`config.mk`:
```
export PLATFORM = sky130hd
export DESIGN_NAME = flag_branch_unit
export DESIGN_NICKNAME = d
export VERILOG_FILES = /design/src/rtl/flag_branch_unit.sv
export SDC_FILE = /design/constraint.sdc
export NUM_CORES = 1
export LEC_CHECK = 0
export BUFFER_PORTS_ARGS = -buffer_cell sky130_fd_sc_hd__buf_2
export CAP_MARGIN = 10
export CORE_AREA = 2 2 39 41
export DETAILED_ROUTE_END_ITERATION = 10
export DIE_AREA = 0 0 41 43
export PLACE_DENSITY_LB_ADDON = 0.15
export SETUP_SLACK_MARGIN = 0.1
export SYNTH_ARGS = -nofsm -noshare
export SYNTH_HDL_FRONTEND = slang
export SYNTH_SLANG_ARGS = --single-unit
```
`constraint.sdc`:
```
create_clock -name clk -period 1.8 [get_ports clk]
set_clock_uncertainty 0.05 [all_clocks]
set_input_delay 0.27 -clock clk [delete_from_list [all_inputs] [get_ports clk]]
set_output_delay 0.27 -clock clk [all_outputs]
set_load 0.05 [all_outputs]
```
`src/rtl/flag_branch_unit.sv`:
```
// Architectural Z/V/N flag register plus a two-state branch resolver.
// It evaluates the condition codes on flags forwarded from the ALU in the same cycle.
module flag_branch_unit (
  input  logic       clk,
  input  logic       rst_n,
  input  logic       flag_wr_en,
  input  logic [2:0] flag_mask,
  input  logic       alu_zero,
  input  logic       alu_ovfl,
  input  logic       alu_neg,
  input  logic       br_valid,
  input  logic [2:0] br_cond,
  output logic       br_ready,
  output logic       br_done,
  output logic       br_taken,
  input  logic       br_ack,
  input  logic       flush,
  output logic [2:0] flags_out
);

  typedef enum logic [0:0] {
    IDLE = 1'b0,
    DONE = 1'b1
  } state_t;

  typedef enum logic [2:0] {
    COND_NE  = 3'b000,
    COND_EQ  = 3'b001,
    COND_GT  = 3'b010,
    COND_LT  = 3'b011,
    COND_GE  = 3'b100,
    COND_LE  = 3'b101,
    COND_OV  = 3'b110,
    COND_AL  = 3'b111
  } cond_t;

  localparam int Z_BIT = 2;
  localparam int V_BIT = 1;
  localparam int N_BIT = 0;

  state_t     state;
  logic [2:0] flags_q;
  logic [2:0] alu_flags;
  logic [2:0] flag_upd;
  logic [2:0] fwd_flags;
  logic       cond_met;
  logic       fz, fv, fn;

  assign alu_flags = {alu_zero, alu_ovfl, alu_neg};
  assign flag_upd  = {3{flag_wr_en}} & flag_mask;
  // Bits being written this cycle come straight from the ALU; the rest come from the register.
  assign fwd_flags = (flag_upd & alu_flags) | (~flag_upd & flags_q);
  assign fz        = fwd_flags[Z_BIT];
  assign fv        = fwd_flags[V_BIT];
  assign fn        = fwd_flags[N_BIT];
  assign flags_out = flags_q;

  // NOTE: give every always_comb output a default first so no path can infer a latch.
  always_comb begin
    cond_met = 1'b0;
    case (cond_t'(br_cond))
      COND_NE: cond_met = ~fz;
      COND_EQ: cond_met = fz;
      COND_GT: cond_met = ~fz & ~fn;
      COND_LT: cond_met = fn;
      COND_GE: cond_met = fz | (~fz & ~fn);
      COND_LE: cond_met = fn | fz;
      COND_OV: cond_met = fv;
      COND_AL: cond_met = 1'b1;
      default: cond_met = 1'b0;
    endcase
  end

  // NOTE: sequential state uses non-blocking assignments so every register samples pre-edge values.
  always_ff @(posedge clk or negedge rst_n) begin
    if (!rst_n) begin
      flags_q <= 3'b000;
    end else begin
      flags_q <= fwd_flags;
    end
  end

  // Flush outranks both acceptance and acknowledge.
  always_ff @(posedge clk or negedge rst_n) begin
    if (!rst_n) begin
      state    <= IDLE;
      br_ready <= 1'b1;
      br_done  <= 1'b0;
      br_taken <= 1'b0;
    end else if (flush) begin
      state    <= IDLE;
      br_ready <= 1'b1;
      br_done  <= 1'b0;
      br_taken <= 1'b0;
    end else begin
      case (state)
        IDLE: begin
          if (br_valid) begin
            state    <= DONE;
            br_ready <= 1'b0;
            br_done  <= 1'b1;
            br_taken <= cond_met;
          end
        end
        DONE: begin
          if (br_ack) begin
            state    <= IDLE;
            br_ready <= 1'b1;
            br_done  <= 1'b0;
          end
        end
        default: begin
          state    <= IDLE;
          br_ready <= 1'b1;
          br_done  <= 1'b0;
          br_taken <= 1'b0;
        end
      endcase
    end
  end

endmodule

```
==> results.json <==
{
  "status": "complete, no violations",
  "hold_violations": 0,
  "setup_violations": 0,
  "rrSetupSlack_ps": 250,
  "r2r-end": "br_taken",
  "cp-start-kind": "flop",
  "maxSlewHeadroom_pct": 83.5,
  "ios": 21,
  "post_dp_cell_area_um2": 477,
  "fin_crit_ps": 1550,
  "antenna_left": 0,
  "arrival_ps": 1630,
  "setup-tns-final_ps": 0,
  "synthArstFlopShare_pct": 100,
  "power_density_nw_per_um2": 930,
  "rsz0062_at_grt": "false",
  "dr.pass1.iters": 4,
  "core_um2": 1380,
  "min_to": "state",
  "cts_sinks": 7,
  "wl_per_cell_um": 11.9,
  "fin_nets": 76,
  "synth_top_cell_by_area": "dfrtp_1",
  "grt_overflow": 0,
  "synth_seq_cells": 7,
  "post-route-period-util_pct": 86.1,
  "worstSkewPairLatency_ps": 260,
  "via_count": 358,
  "whs_path_depth": 2,
  "drt-initial-drc-count": 9,
  "worstPathMaxFanout": 4,
  "synth-main-ff-cell": "dfrtp_1",
  "yosysTopAreaCellShare_pct": 42.1,
  "grt_pass1_vias": 328,
  "crit_required_ps": 1880,
  "cts_buffers": 3,
  "synth_edf_count": 0,
  "cp-end-kind": "flop",
  "holdWs_ps": 158,
  "yosysUniqueCellTypes": 21,
  "tightest_slew_ps": 250,
  "p_leak_nw": 0.270,
  "gp_congestion": 0.688,
  "path_class": "reg2reg",
  "syn_nets": 50,
  "fillCellCount": 143,
  "hold_path.class": "in2reg",
  "yosys-top-cells-area": "dfrtp_1 42%, dfstp_2 7.4%, a21oi_1 4.2%",
  "dp_hpwl_um": 677,
  "clkTransAtPathRegs_ps": 60,
  "cts_tree": "done",
  "portBuffers": 20,
  "synthesis.instances": 35,
  "p_total_w": 0.000477,
  "drc": 0,
  "cts_max_level": 1,
  "cts_resized": 0,
  "drv_slew": 0,
  "drive_above_1_share_pct": 46.7,
  "cts_root_buf": "clkbuf_4",
  "dieArea_um2": 1760,
  "max_clock_freq_mhz": 645,
  "diodes": 0,
  "grt_use_total_pct": 11.8,
  "viasPerCell": 4.71,
  "place_ws_ps": 254,
  "regArea_um2": 176,
  "postSynthAreaPerCell_um2": 10.2,
  "syn_area_um2": 357,
  "r2r.worst_path.cells": 6,
  "grt_pass1_wl_um": 1320,
  "clockBufferDepth": 2,
  "max-cap-violations": 0,
  "synthTopCellsByCount": "6 x dfrtp_1, 4 x nand2_1, 3 x a21oi_1",
  "grt_start_max_net_pins": 8,
  "syn2layout_area_growth_pct": 43.9,
  "vdd_drop_max_v": 0.000317,
  "rows": 14,
  "die_h_um": 43,
  "die_x_um": 41,
  "min_from": "flush",
  "synthMostInstantiatedCell": "dfrtp_1",
  "cts_setup_buffers": 0,
  "multi_input_area_um2": 173,
  "yosysSeqAreaShare_pct": 49.5,
  "design_area_um2": 513,
  "routed_wl_um": 903,
  "r2r_start": "flags_out[0]",
  "setup_slack_ps": 250,
  "antenna_found_initial": 0,
  "start_util_pct": 25.8,
  "ys_warn_count": 0
}
-- cell type report --
type                            count  area share (%)
Tap cell                           16            3.90
Multi-Input combinational cell     26            33.7
Timing Repair Buffer               21            21.5
Sequential cell                     7            34.4
Clock buffer                        4            5.12
Inverter                            2            1.46
-- what timing repair did --
item,4_1_cts,5_1_grt
hold buffers,1,0
hold endpoints to repair,6,0
setup endpoints to repair,0,0
-- placed cells by master (no fill, tap or decap) --
| cell | instances |
|---|---|
| buf_2 | 20 |
| dfrtp_1 | 6 |
| nand2_1 | 4 |
| a21oi_1 | 3 |
| clkbuf_4 | 3 |
| nand2b_1 | 2 |
| a31oi_1 | 2 |
| inv_1 | 2 |
| nor2_1 | 2 |
| mux2_4 | 1 |
| and3_2 | 1 |
| a21o_1 | 1 |
| a21boi_0 | 1 |
| nor2b_1 | 1 |
| mux2_2 | 1 |
| o311a_2 | 1 |
| o21ai_0 | 1 |
| a211oi_1 | 1 |
| a211o_1 | 1 |
| o311a_1 | 1 |
| o21ai_1 | 1 |
| o21bai_1 | 1 |
| dfstp_2 | 1 |
| clkbuf_1 | 1 |
| dlygate4sd3_1 | 1 |
-- report_power, final --
group | total, W | internal (W) | switching, W
Clock | 0.000152 | 0.0000852 | 0.0000665
Sequential | 0.000184 | 0.000175 | 0.00000928
Combinational | 0.000141 | 0.0000479 | 0.0000933
-- layer usage --
layer  vias up  global-route usage (%)  share of wire, %
li1        178                       -                 -
met1       165                    14.1                45
met2        15                    17.5                46
met3         0                    3.14               8.3
met4         0                    8.00                 0
met5         -                       0                 0
-- stage by stage --
stage	util [%]	std cells
floorplan	-	35
global placement	34.4	71
detailed placement	34.4	71
CTS	37.1	76
global route	37.1	76
finish	37.1	76
-- state kept, by name, indices dropped and copies added (netlist names) --
name and flops:
br_taken 1, br_ready 1, state 1, flags_out 3, br_done 1
-- worst max-delay path, stage by stage, from the launching register on --
cell and delay (ps):
dfrtp_1 370, a21boi_0 120, a31oi_1 210, inv_1 120, mux2_2 270, o21ai_0 180, a31oi_1 110
-- logic make-up (layout without fill, tap and decap cells) --
| family | after synthesis | count (layout) | synth area share (%) |
|---|---|---|---|
| buffers and inverters | 2 | 27 | 2.11 |
| AND/OR/NAND/NOR | 10 | 10 | 13.7 |
| AO/OA/AOI/OAI | 14 | 14 | 27.4 |
| multiplexers | 2 | 2 | 7.37 |
| flip-flops | 7 | 7 | 49.5 |
-- how the worst max path moves through the flow --
stage,start,end,slack (ps),cells after the start
6_report,flags_out[0],br_taken,250,6
2_1_floorplan,flags_out[0],br_taken,160,6
3_3_place_gp,flag_wr_en,br_taken,270,6
3_5_place_dp,flag_wr_en,br_taken,250,6
4_1_cts,flags_out[0],br_taken,270,6
5_1_grt,flags_out[0],br_taken,150,6
Power figures use the tool's default switching activity.
